### src/rtl/ram_burst_reader_if.sv
// Bundles the burst control, RAM port and output stream of ram_burst_reader.
interface ram_burst_reader_if #(
    parameter int unsigned data_width = 8,
    parameter int unsigned addr_width = 8
);
    logic                  start;
    logic [addr_width-1:0] start_addr;
    logic [addr_width:0]   len;
    logic                  busy;
    logic                  done;
    logic [addr_width-1:0] ram_addr;
    logic                  ram_we;
    logic [data_width-1:0] ram_data_in;
    logic [data_width-1:0] ram_rdata;
    logic [data_width-1:0] m_data;
    logic                  m_valid;
    logic                  m_ready;

    // Reader side: drives the RAM port and the stream.
    modport master (
        input  start, start_addr, len, ram_rdata, m_ready,
        output busy, done, ram_addr, ram_we, ram_data_in, m_data, m_valid
    );

    // Environment side: requester, RAM and stream consumer.
    modport slave (
        output start, start_addr, len, ram_rdata, m_ready,
        input  busy, done, ram_addr, ram_we, ram_data_in, m_data, m_valid
    );
endinterface

### src/rtl/ram_burst_reader.sv
// Walks an address range of a synchronous-read RAM and streams the words out
// over valid/ready, through a 2-entry buffer sized to absorb the read latency.
module ram_burst_reader #(
    parameter int unsigned data_width = 8,
    parameter int unsigned addr_width = 8
) (
    input  logic                clk,
    input  logic                rst_n,
    ram_burst_reader_if.master  bus
);
    localparam int unsigned cnt_width = addr_width + 1;

    typedef enum logic [1:0] {
        IDLE = 2'd0,
        READ = 2'd1,
        DONE = 2'd2
    } state_t;

    state_t                 state;
    state_t                 state_nxt;
    logic                   load;

    logic [addr_width-1:0]  addr_q;
    logic [cnt_width-1:0]   issue_cnt;
    logic [cnt_width-1:0]   beat_cnt;
    logic                   inflight;

    logic [data_width-1:0]  fifo_mem [2];
    logic                   rd_ptr;
    logic                   wr_ptr;
    logic [1:0]             count;

    logic                   pop;
    logic                   push;
    logic                   issue;

    // Handshake and issue qualification; a read is issued only if its word is
    // guaranteed a buffer slot once it returns.
    always_comb begin
        pop   = (count != 2'd0) && bus.m_ready;
        push  = inflight;
        issue = (state == READ) && (issue_cnt != '0) &&
                ((3'(count) + 3'(inflight) - 3'(pop)) < 3'd2);
    end

    // State register.
    always_ff @(posedge clk) begin
        if (!rst_n) begin
            state <= IDLE;
        end else begin
            state <= state_nxt;
        end
    end

    // Next-state logic; READ exits on the edge that pops the final beat.
    always_comb begin
        state_nxt = state;
        load      = 1'b0;
        case (state)
            IDLE: begin
                if (bus.start) begin
                    load      = 1'b1;
                    state_nxt = (bus.len == '0) ? DONE : READ;
                end
            end
            READ: begin
                if ((beat_cnt == '0) || ((beat_cnt == cnt_width'(1)) && pop)) begin
                    state_nxt = DONE;
                end
            end
            DONE:    state_nxt = IDLE;
            default: state_nxt = IDLE;
        endcase
    end

    // Address/counter datapath, read-return tracking and output buffer.
    always_ff @(posedge clk) begin
        if (!rst_n) begin
            addr_q      <= '0;
            issue_cnt   <= '0;
            beat_cnt    <= '0;
            inflight    <= 1'b0;
            fifo_mem[0] <= '0;
            fifo_mem[1] <= '0;
            rd_ptr      <= 1'b0;
            wr_ptr      <= 1'b0;
            count       <= 2'd0;
        end else begin
            if (load) begin
                addr_q    <= bus.start_addr;
                issue_cnt <= bus.len;
                beat_cnt  <= bus.len;
            end else begin
                if (issue) begin
                    addr_q    <= addr_q + addr_width'(1);
                    issue_cnt <= issue_cnt - cnt_width'(1);
                end
                if (pop) begin
                    beat_cnt <= beat_cnt - cnt_width'(1);
                end
            end
            inflight <= issue;
            if (push) begin
                fifo_mem[wr_ptr] <= bus.ram_rdata;
                wr_ptr           <= ~wr_ptr;
            end
            if (pop) begin
                rd_ptr <= ~rd_ptr;
            end
            count <= count + 2'(push) - 2'(pop);
        end
    end

    // Outputs are direct decodes of registered state.
    assign bus.busy        = (state != IDLE);
    assign bus.done        = (state == DONE);
    assign bus.ram_addr    = addr_q;
    assign bus.ram_we      = 1'b0;
    assign bus.ram_data_in = '0;
    assign bus.m_valid     = (count != 2'd0);
    assign bus.m_data      = fifo_mem[rd_ptr];
endmodule

### src/flat_wrapper.sv
// flat-port wrapper written by rule: the top's interface ports become plain ports
module ram_burst_reader_flat 
#(
    parameter int unsigned data_width = 8,
    parameter int unsigned addr_width = 8
)
  (clk, rst_n, bus_start, bus_start_addr, bus_len, bus_ram_rdata, bus_m_ready, bus_busy, bus_done, bus_ram_addr, bus_ram_we, bus_ram_data_in, bus_m_data, bus_m_valid);
  ram_burst_reader_if #(.data_width(data_width), .addr_width(addr_width)) bus_i ();
  input  logic clk;
  input  logic rst_n;
  input wire logic [$bits(bus_i.start)-1:0] bus_start;
  input wire logic [$bits(bus_i.start_addr)-1:0] bus_start_addr;
  input wire logic [$bits(bus_i.len)-1:0] bus_len;
  input wire logic [$bits(bus_i.ram_rdata)-1:0] bus_ram_rdata;
  input wire logic [$bits(bus_i.m_ready)-1:0] bus_m_ready;
  output wire logic [$bits(bus_i.busy)-1:0] bus_busy;
  output wire logic [$bits(bus_i.done)-1:0] bus_done;
  output wire logic [$bits(bus_i.ram_addr)-1:0] bus_ram_addr;
  output wire logic [$bits(bus_i.ram_we)-1:0] bus_ram_we;
  output wire logic [$bits(bus_i.ram_data_in)-1:0] bus_ram_data_in;
  output wire logic [$bits(bus_i.m_data)-1:0] bus_m_data;
  output wire logic [$bits(bus_i.m_valid)-1:0] bus_m_valid;
  assign bus_i.start = bus_start;
  assign bus_i.start_addr = bus_start_addr;
  assign bus_i.len = bus_len;
  assign bus_i.ram_rdata = bus_ram_rdata;
  assign bus_i.m_ready = bus_m_ready;
  assign bus_busy = bus_i.busy;
  assign bus_done = bus_i.done;
  assign bus_ram_addr = bus_i.ram_addr;
  assign bus_ram_we = bus_i.ram_we;
  assign bus_ram_data_in = bus_i.ram_data_in;
  assign bus_m_data = bus_i.m_data;
  assign bus_m_valid = bus_i.m_valid;
  ram_burst_reader #(.data_width(data_width), .addr_width(addr_width)) u_core (.clk(clk), .rst_n(rst_n), .bus(bus_i));
endmodule
### config.mk
export PLATFORM = sky130hd
export DESIGN_NAME = ram_burst_reader_flat
export DESIGN_NICKNAME = d
export VERILOG_FILES = /design/src/rtl/ram_burst_reader_if.sv /design/src/rtl/ram_burst_reader.sv /design/src/flat_wrapper.sv
export SDC_FILE = /design/constraint.sdc
export NUM_CORES = 1
export LEC_CHECK = 0
export ABC_AREA = 0
export CAP_MARGIN = 30
export CORE_MARGIN = 8
export CORE_UTILIZATION = 45
export DETAILED_ROUTE_END_ITERATION = 10
export PLACE_DENSITY = 0.79
export SETUP_SLACK_MARGIN = 0.15
export SLEW_MARGIN = 30
export SYNTH_ARGS = -nofsm -noshare
export SYNTH_HDL_FRONTEND = slang
export SYNTH_SLANG_ARGS = --single-unit
export TNS_END_PERCENT = 30
### constraint.sdc
create_clock -name clk -period 7.8 [get_ports clk]
set_clock_uncertainty 0.1 [all_clocks]
set_input_delay 1.56 -clock clk [delete_from_list [all_inputs] [get_ports clk]]
set_output_delay 1.56 -clock clk [all_outputs]
set_load 0.01 [all_outputs]
==> results.toml <==
[outcome]
status = "completed"

[pwr]
power_density_nw_per_um2 = 281
p_leak_nw = 1.17
power_frac_clock_pct = 17.7
comb_power_share_pct = 40.7
swShare_pct = 37.7
internal-power_mw = 0.561
peakVddDrop_v = 0.000137
p_seq_share_pct = 41.6
p_switching_mw = 0.340

[timing]
fin_crit_ns = 4.73
hold_violations = 0
tightest_slew_ns = 0.792
holdWs_ns = 0.380
fin_crit_sh_pct = 60.7
report.final.slew_viol_count = 0
max_slew_margin_pct = 47.0
finalSetupTns_ns = 0
fmax_mhz = 211
rsz0062_at_grt = "false"
setup_violations = 0

[yosys]
synthSimpleGateAreaFrac_pct = 21.5
synthesis.area_um2 = 2630
syn_avg_cell_area_um2 = 9.27
synthFlopType = "dfxtp_1"
synthAdderAreaFrac_pct = 3.61
async_flop_share_pct = 0
synth-compound-area-share_pct = 17.5
synth_edf_count = 16
ys_seq_area_share_pct = 44.1
synthMuxAreaShare_pct = 3.42
synth-xor-area-share_pct = 3.33
synthCells = 284
ys_types = 49
yosys_warnings = 0
synth_top_family_by_area = "simple AND/OR/NAND/NOR gates"
synth_seq_cells = 50

[floorplan]
start_util_pct = 45.5
rows = 28
core_area_um2 = 5780
die_w_um = 92.5
die_y_um = 92.5
io_pins = 57
dieArea_um2 = 8550

[place]
place_congestion = 0.802
dp_cells = 392
dp_hpwl_um = 4400
numPortBuffers = 47

[route]
routed_wl_um = 6180
detail_route.iter0.violations = 110
final_antenna_net_count = 0
vias = 2185
drcViolationCount = 0
wire_per_inst_um = 15.5
via_per_inst = 5.46
drt-pass1-iter-count = 4

[clock_network]
cts_buffer_depth = 2
clock-root-buffer = "clkbuf_8"
h-tree-depth = 2
cts_hold_buf = 0
clock_latency_ns = 0.31
cts-buffers-inserted = 5
cts_setup_buffers = 0
clkSinkCount = 50
cts-resized-gates = 0
cts_tree = "built"
path_clk_slew_ns = 0.09

[layout]
drive_above_1_share_pct = 8.00
diodes = 0
syn2layout_area_growth_pct = 21.9
num-nets-final = 360
final_cells = 400
nFillCells = 530

[critical_path]
cp-start-kind = "primary input"
crit_path_max_fanout = 19
arrival_ns = 4.85
max_stage_delay_ns = 0.64
cp_slowest_cell = "or3_1"
path_cells = "clkdlybuf4s50_1 > o21ai_0 > inv_1 > ha_1 > inv_1 > ha_1 > fa_1 > or3_1 > or4b_1 > a31oi_1"
crit_family = "simple AND/OR/NAND/NOR gates"
cp_num_buf_inv = 3
worstSetupEndpointType = "flop"
path_class = "in2reg"
cp.required_ns = 7.92

[min_path]
worstHoldPathType = "reg2reg"

[job]
cap_violations = 0

[global_routing]
grt_max_degree = 36
grt_pass1_vias = 2095
grt_remaining_overflow = 0
grt_pass1_wl_um = 10200
antenna_found_initial = 0
grt_util_all_layers_pct = 14.6
## registers in the layout, summed over array words and instances (netlist names), named ones only
name and count:
u_core.count 2, u_core.fifo_mem 16, u_core.bus.ram_addr 8, u_core.issue_cnt 9, u_core.rd_ptr 1, u_core.beat_cnt 9, u_core.wr_ptr 1, u_core.state 2
u_core.inflight 1
## worst paths after layout
check / start / end / slack (ns) / cells past startpoint
worst max-delay path: bus_m_ready / u_core.issue_cnt[7]$_SDFFE_PN0P_ / 3.07 / 10
worst min-delay path: u_core.state[1]$_SDFFE_PN0P_ / u_core.state[1]$_SDFFE_PN0P_ / 0.38 / 1
worst max register to register: u_core.count[1]$_SDFF_PN0_ / u_core.issue_cnt[7]$_SDFFE_PN0P_ / 4.11 / 9
worst min register to register: u_core.state[1]$_SDFFE_PN0P_ / u_core.state[1]$_SDFFE_PN0P_ / 0.38 / 1
## Yosys cell counts, drive strengths merged (3+ instances only)
master,number,share of area (%)
a211oi,11,3.1
a21oi,13,2.5
a31oi,7,1.7
and2,19,4.5
and3,3,0.71
buf,11,2.9
clkbuf,12,1.7
dfxtp,34,26
edfxtp,16,18
ha,6,2.9
inv,11,1.6
mux2,8,3.4
nand2,12,1.7
nand3,6,1.1
nand4,3,0.71
nor2,20,2.9
nor3,10,1.9
nor4,6,1.4
o211ai,7,2.0
o21ai,15,2.9
or2,5,1.2
or3,5,1.2
or4,4,1.1
xnor2,8,2.7
## per-layer routing
layer	vias up	GRT usage (%)	wire length, um
met5	-	0	0
met4	0	4.97	88
met3	8	3.88	338
met2	55	24.1	2950
met1	1017	18.1	2800
li1	1105	-	-
## cells by family (layout without fill, tap and decap cells)
logic type,after synthesis,after routing
AND/OR/NAND/NOR,103,103
AO/OA/AOI/OAI,70,70
other,1,9
XOR/XNOR,10,10
buffers and inverters,35,68
adder cells (fa/ha/maj),7,7
flip-flops,50,50
multiplexers,8,8
## area by class of cell
type	instances	area, um2	area share [%]
Timing Repair Buffer	48	478	14.9
Sequential cell	50	1160	36.2
Clock buffer	5	68.8	2.14
Tap cell	75	93.8	2.92
Multi-Input combinational cell	207	1340	41.6
Clock inverter	3	26.3	0.819
Inverter	12	45.0	1.40
## power by group through the flow
stage	logic [mW]	registers [mW]	clock network (mW)
2_1_floorplan	0.250	0.366	0
3_3_place_gp	0.357	0.377	0
3_5_place_dp	0.364	0.378	0
4_1_cts	0.367	0.373	0.162
5_1_grt	0.408	0.382	0.175
6_report	0.366	0.375	0.159
## per-stage QoR
step	power, mW	utilization (%)	cell area [um2]	worst slack [ns]
3_3_place_gp	0.733	53.8	3110	2.84
4_1_cts	0.902	55.5	3210	3.08
6_report	0.900	55.5	3210	3.07
3_5_place_dp	0.742	53.9	3110	2.74
5_1_grt	0.966	55.5	3210	2.84
2_1_floorplan	0.616	-	2660	3.60
## layout by cell type, fill, tap and decap left out, types with 4 or more instances in the layout
cell type         n
o21ai_0          14
nor4_1            6
nand2_1          12
mux2_2            8
clkbuf_8          5
conb_1            9
or3_1             5
and2_1           19
nor2_1           19
edfxtp_1         16
nor3_1           10
ha_1              6
dfxtp_1          34
or2_2             5
a21oi_1          13
xnor2_1           8
or4_1             4
o211ai_1          7
inv_1            11
nand3_1           6
clkdlybuf4s50_1  47
a31oi_1           7
a211oi_1         11
(Power assumes the default switching activity.)
